### src/rtl/ksa_frame_acc.sv
// Frame accumulator fed by the 16-bit Kogge-Stone datapath: sums up to COUNT
// unsigned samples per frame and presents sum, count and overflow flag.
module ksa_frame_acc #(
  parameter int COUNT = 16,
  parameter int ACC_W = 24
) (
  input  logic             clk_i,
  input  logic             rst_i,
  input  logic             in_valid_i,
  output logic             in_ready_o,
  input  logic [15:0]      in_data_i,
  input  logic             flush_i,
  output logic             out_valid_o,
  input  logic             out_ready_i,
  output logic [ACC_W-1:0] out_data_o,
  output logic [7:0]       out_count_o,
  output logic             out_ovf_o
);

  typedef enum logic {ACCUM = 1'b0, HOLD = 1'b1} state_e;

  localparam logic [7:0] COUNT_LAST = 8'(COUNT);

  state_e           state_q, state_d;
  logic [ACC_W-1:0] acc_q, acc_d;
  logic [7:0]       cnt_q, cnt_d;
  logic             ovf_q, ovf_d;
  logic [ACC_W-1:0] res_data_q, res_data_d;
  logic [7:0]       res_count_q, res_count_d;
  logic             res_ovf_q, res_ovf_d;
  logic             frame_close;

  logic [ACC_W-1:0] add_b, gen, prop, add_sum;
  logic             add_carry;

  // Parallel-prefix (Kogge-Stone) carry tree keeps the add path at log2(ACC_W) levels.
  always_comb begin
    add_b = ACC_W'(in_data_i);
    gen   = acc_q & add_b;
    prop  = acc_q ^ add_b;
    for (int d = 1; d < ACC_W; d = d * 2) begin
      gen  = gen | (prop & (gen << d));
      prop = prop & ((prop << d) | ~({ACC_W{1'b1}} << d));
    end
    add_sum   = (acc_q ^ add_b) ^ {gen[ACC_W-2:0], 1'b0};
    add_carry = gen[ACC_W-1];
  end

  always_comb begin
    state_d     = state_q;
    acc_d       = acc_q;
    cnt_d       = cnt_q;
    ovf_d       = ovf_q;
    res_data_d  = res_data_q;
    res_count_d = res_count_q;
    res_ovf_d   = res_ovf_q;
    frame_close = 1'b0;
    case (state_q)
      ACCUM: begin
        if (in_valid_i) begin
          acc_d = add_sum;
          cnt_d = cnt_q + 8'd1;
          ovf_d = ovf_q | add_carry;
        end
        // cnt_d is nonzero exactly when the frame holds a sample, including this cycle's.
        frame_close = (in_valid_i && (cnt_d == COUNT_LAST)) ||
                      (flush_i && (cnt_d != 8'd0));
        if (frame_close) begin
          res_data_d  = acc_d;
          res_count_d = cnt_d;
          res_ovf_d   = ovf_d;
          state_d     = HOLD;
        end
      end
      HOLD: begin
        if (out_ready_i) begin
          acc_d   = '0;
          cnt_d   = 8'd0;
          ovf_d   = 1'b0;
          state_d = ACCUM;
        end
      end
      default: state_d = ACCUM;
    endcase
  end

  always_ff @(posedge clk_i) begin
    if (rst_i) begin
      state_q     <= ACCUM;
      acc_q       <= '0;
      cnt_q       <= 8'd0;
      ovf_q       <= 1'b0;
      res_data_q  <= '0;
      res_count_q <= 8'd0;
      res_ovf_q   <= 1'b0;
    end else begin
      state_q     <= state_d;
      acc_q       <= acc_d;
      cnt_q       <= cnt_d;
      ovf_q       <= ovf_d;
      res_data_q  <= res_data_d;
      res_count_q <= res_count_d;
      res_ovf_q   <= res_ovf_d;
    end
  end

  assign in_ready_o  = (state_q == ACCUM);
  assign out_valid_o = (state_q == HOLD);
  assign out_data_o  = res_data_q;
  assign out_count_o = res_count_q;
  assign out_ovf_o   = res_ovf_q;

endmodule

### config.mk
export PLATFORM = sky130hd
export DESIGN_NAME = ksa_frame_acc
export DESIGN_NICKNAME = d
export VERILOG_FILES = /design/src/rtl/ksa_frame_acc.sv
export SDC_FILE = /design/constraint.sdc
export NUM_CORES = 1
export LEC_CHECK = 0
export CAP_MARGIN = 0
export CORE_MARGIN = 3
export CORE_UTILIZATION = 35
export DETAILED_ROUTE_END_ITERATION = 7
export HOLD_SLACK_MARGIN = 0.1
export PLACE_DENSITY_LB_ADDON = 0.05
export SYNTH_ARGS = -nofsm -noshare
export SYNTH_HDL_FRONTEND = slang
export SYNTH_SLANG_ARGS = --single-unit
### constraint.sdc
create_clock -name clk_i -period 3.8 [get_ports clk_i]
set_input_delay 1.14 -clock clk_i [delete_from_list [all_inputs] [get_ports clk_i]]
set_output_delay 1.14 -clock clk_i [all_outputs]
set_load 0.01 [all_outputs]
Yosys cells after proc, flatten, opt, wreduce, memory -nomap -nowiden. Cells that the tools add are included.

Flip-flop bits (word level): 67. Bits of input ports: 21. Output and inout port bits: 35. Logic and storage cells: 47.

Add/subtract/negate cells: 1. Equality and inequality tests: 2. Muxes and demuxes: 13. Bitwise logic cells: 19. Reduce and logical (&&, ||, !) cells: 5.

Operators by type and width (count): AND 24 bit (9); OR 24 bit (5); two-way mux 24 bit (2); one-hot mux 24 bit (2 select lines) (1); AND 24 x 16 -> 24 bit (1); two-way mux 8 bit (3); XOR 24 x 16 -> 24 bit (1); XOR 24 bit (1); one-hot mux 8 bit (2 select lines) (1); adder 8 x 1 -> 8 bit (second input constant) (1); equality test 8 x 5 -> 1 bit (second input constant) (1); nonzero test 8 bit (1); two-way mux 1 bit (4); one-hot mux 1 bit (2 select lines) (2); logical AND 1 bit (2); inequality test 2 bit (second input constant) (1); AND reduction 2 bit (1); logical OR 1 bit (1); inverter 1 bit (1); OR 1 bit (1).

Depth between registers and ports, before layout.
Word-level depth: 14. Depth in mapped cells: 9. Gate-level depth less buffers: 8.

Worst setup path after synthesis. Ideal clock, no wire load.

Path type: input -> register. Start point: input port in_data_i[7]. End point: register res_data_q[18] (netlist: out_data_o[18]). Setup time: 0.122 ns. Arrival time: 2.999 ns. Data required time: 3.678 ns. Setup slack: 0.680 ns. Cell stages on the path: 8. Path buffers: 1. Cell sequence: ha_1 > buf_2 > a21o_1 > a311o_1 > a221oi_4 > a21oi_2 > and3_1 > o311a_1.

Longest elaborated chain between the ends: 11. Elaborated cells between the ends (all ways): 18. Those cells by class: 1 x mux; 17 x bitwise.

Ends and longest elaborated chain: start, declared (RTL line 11) `input logic [15:0] in_data_i,`; XOR 24 x 16 -> 24 bit (RTL line 40) `prop = acc_q ^ add_b;`; AND 24 bit (RTL line 42) `gen = gen | (prop & (gen << d));`; OR 24 bit (RTL line 42); AND 24 bit (RTL line 42); OR 24 bit (2 in a row) (RTL line 42); AND 24 bit (RTL line 42); OR 24 bit (RTL line 42); OR 24 bit (*) (RTL line 42); XOR 24 bit (*) (RTL line 45) `add_sum = (acc_q ^ add_b) ^ {gen[ACC_W-2:0], 1'b0};`; two-way mux 24 bit (*) (RTL line 60) `if (in_valid_i) begin`; end signal, assigned (RTL line 101) `res_data_q <= res_data_d;`; end, declared (RTL line 28) `logic [ACC_W-1:0] res_data_q, res_data_d;`.

Every way passes the cells marked *; elsewhere a longest branch is shown, timed or not. A chain may end at the register's enable or synchronous reset.

Worst setup path in the final report.
Start point: input port in_data_i[0]. End point: register res_ovf_q (netlist: out_ovf_o).

Longest elaborated chain between the ends: 12. Elaborated cells between the ends (all ways): 17. Those cells by class: 1 x mux; 16 x bitwise.

Ends and longest elaborated chain: AND 24 x 16 -> 24 bit (RTL line 39) `gen = acc_q & add_b;`; AND 24 bit (RTL line 42); OR 24 bit (RTL line 42); AND 24 bit (RTL line 42); OR 24 bit (RTL line 42); AND 24 bit (RTL line 42); OR 24 bit (RTL line 42); OR 24 bit (*) (RTL line 42); AND 24 bit (*) (RTL line 42); OR 24 bit (*) (RTL line 42); OR 1 bit (*) (RTL line 63) `ovf_d = ovf_q | add_carry;`; two-way mux 1 bit (*) (RTL line 60); end signal, assigned (RTL line 103) `res_ovf_q <= res_ovf_d;`; end, declared (RTL line 30) `logic res_ovf_q, res_ovf_d;`.

Marks and branches as above.

==> results.py <==
metrics = {
    "status": {
        "status": "completed",
    },
    "synth": {
        "synth-seq-cells": 67,
        "yosys.cell_types.count": 64,
        "synth_cells": 537,
        "avgSynthCellArea_um2": 8.10,
        "synth_nets": 576,
        "synth_edf_count": 0,
        "synthFlopType": "dfxtp_1",
        "syn_area_mm2": 0.00435,
        "yosys_warnings": 0,
        "seq_area_frac_synth_pct": 30.8,
        "async_flop_share_pct": 0,
    },
    "detailed_routing": {
        "drc_errors": 0,
        "viasPerCell": 5.65,
        "dr.pass1.iters": 4,
        "vias": 4301,
        "wl_mm": 13.4,
        "drtAntennaViolNets": 0,
        "first_iter_violations": 230,
        "avgRoutedWirePerCell_um": 17.7,
    },
    "floorplan": {
        "die-area_mm2": 0.0138,
        "initial_core_util_pct": 36.1,
        "core_mm2": 0.0121,
        "ios": 56,
        "fp.dieH_um": 117,
        "rows": 40,
        "die_x_um": 117,
    },
    "critical_path": {
        "worstSetupPathType": "input pin to flip-flop",
        "cp.buffers_inverters": 2,
        "critical-path-top-delay-family": "compound AO/OA/AOI/OAI gates",
        "r2r_end": "out_ovf_o",
        "max_stage_delay_ns": 0.48,
        "path_cells": "clkdlybuf4s50_1, ha_1, fa_1, a21oi_1, o21ai_0, a21boi_1, a21oi_2, a31oi_1, buf_4, a211oi_2",
        "timing.rr.start": "acc_q[0]",
        "start_kind": "input pin",
        "worstPathRequired_ns": 4.05,
        "critPathArrivalTime_ns": 3.80,
        "crit_fanout": 10,
        "cp.depth": 10,
        "r2r_cells": 9,
        "endpoint_kind": "flip-flop",
        "slowest_stage": "o21ai_0",
        "r2r_setup_slack_ns": 1.18,
    },
    "placed_design": {
        "preCtsSetupSlack_ns": -0.00368,
        "dp_hpwl_mm": 9.46,
        "port_buffers": 55,
        "gp_congestion": 0.873,
        "dpl-instance-area_mm2": 0.00515,
    },
    "timing": {
        "finalClockSkew_ns": 0.00813,
        "rsz0062_at_grt": "false",
        "fmax_mhz": 282,
        "min_period_over_period_pct": 93.4,
        "setup_ws_ns": 0.250,
        "slew_violations": 0,
        "timing.final.hold_violations": 0,
        "setup_viol": 0,
        "hold_ws_ns": 0.458,
        "tightest_slew_ns": 0.855,
        "slew_headroom_pct": 42.4,
        "fin_tns_setup_ns": 0,
        "post-route-min-period_ns": 3.55,
    },
    "job": {
        "drv_cap": 0,
    },
    "clock_network": {
        "insertion_delay_ns": 0.34,
        "cts-buffers-inserted": 9,
        "clk_pin_slew_ns": 0.06,
        "cts-root-buf": "clkbuf_16",
        "cts_sinks": 67,
        "ctsHoldBuffers": 0,
        "htree_levels": 3,
        "post_cts_buffers": 0,
        "cts_buffer_depth": 2,
        "tritoncts": "done",
        "cts_resized": 0,
    },
    "global_routing": {
        "antenna_found_initial": 0,
        "grt_pass1_vias": 4234,
        "grt_pass1_wl_mm": 22.2,
        "grt_max_degree": 29,
        "grt_use_total_pct": 19.7,
        "overflow": 0,
    },
    "pwr": {
        "ir_drop_mv": 0.247,
        "power_density_mw_per_mm2": 456,
        "p_leak_nw": 1.95,
    },
    "cells_and_area": {
        "n_antenna_cell": 0,
        "area_growth_syn_to_layout_pct": 24.8,
        "fillerInstances": 1212,
        "multi_input_area_mm2": 0.00274,
        "design_area_mm2": 0.00543,
        "register_area_mm2": 0.00134,
        "final_nets": 627,
        "drive_above_1_share_pct": 11.3,
    },
    "min_path": {
        "hp-class": "flip-flop to flip-flop",
        "hold-path-cell-count": 2,
        "min_from": "ovf_q",
        "hold_end": "ovf_q",
    },
}
-- how the worst max path moves through the flow --
| stage | from | to |
|---|---|---|
| global route | in_data_i[0] | out_ovf_o |
| detailed placement | in_data_i[0] | out_data_o[18] |
| floorplan | in_data_i[7] | out_data_o[18] |
| global placement | in_data_i[0] | out_ovf_o |
| finish | in_data_i[0] | out_ovf_o |
| CTS | in_data_i[0] | out_ovf_o |
-- area by class of cell --
cell class / instances / area share [%]
tap: 168 / 3.87
clock inverter: 2 / 0.184
timing repair buffer: 86 / 15.0
sequential: 67 / 24.7
multi-input combinational: 411 / 50.4
clock buffer: 14 / 4.86
inverter: 13 / 0.899
-- layer usage --
layer  vias up  GRT usage (%)  share of wire (%)
met3        24           2.98                3.4
met1      2052           27.8                 50
met4         0           7.55                2.4
li1       2141              -                  -
met5         -              0                  0
met2        84           30.2                 44
-- worst reg2reg max path, delay by kind of cell, from the launching register on --
family / cells / cell delay (ns)
buffers and inverters: 1 / 0.16
adder cells (fa/ha/maj): 2 / 0.44
AO/OA/AOI/OAI: 6 / 1.61
flip-flops: 1 / 0.35
-- logic make-up (layout without fill, tap and decap cells) --
kind of cell | count (synthesis) | after routing | share of synthesized area, %
fa+ha+maj | 18 | 18 | 5.35
buf+inv | 59 | 115 | 6.24
compound gates | 208 | 208 | 33.7
simple gates | 162 | 162 | 18.9
mux | 9 | 9 | 2.13
flops | 67 | 67 | 30.8
xor+xnor | 14 | 14 | 2.82
-- cells in the mapped netlist, drive strengths merged (13+ instances only) --
cell	instances	area (µm²)
o21ai	25	125
a211oi	30	275
clkbuf	26	97.6
a21o	14	105
dfxtp	67	1340
a31oi	13	87.6
a21oi	66	334
nor3	16	80.1
ha	17	213
inv	13	48.8
nor2	39	146
nand3	17	90.1
nand2	37	139
buf	20	125
-- registers in the layout (all words and copies together) (netlist names) --
| register | count |
|---|---|
| acc_q | 24 |
| out_valid_o | 1 |
| ovf_q | 1 |
| out_data_o | 24 |
| out_ovf_o | 1 |
| cnt_q | 8 |
| out_count_o | 8 |
-- through the flow --
step           power [W]  instances  util [%]
3_3_place_gp     0.00169        745      42.7
4_1_cts          0.00249        761      45.0
3_5_place_dp     0.00170        745      42.7
5_1_grt          0.00262        761      45.0
2_1_floorplan    0.00138        537         -
6_report         0.00247        761      45.0
-- power by group --
group	switching (W)	leakage [nW]	internal (W)
sequential	0.0000544	0.549	0.000783
clock	0.000313	0.137	0.000476
combinational	0.000466	1.26	0.000382
-- cell usage in the layout, fill, tap and decap left out, drive strengths merged, types with 7 or more instances in the layout --
cell	count
a211oi	30
a21o	14
a21oi	66
a311oi	8
a31oi	13
buf	32
clkbuf	14
clkdlybuf4s50	54
dfxtp	67
ha	17
inv	13
mux2i	7
nand2	37
nand3	17
nand4	12
nor2	39
nor3	16
o21ai	25
or3	7
xnor2	12
No activity file was read; power rests on OpenSTA's default activity.
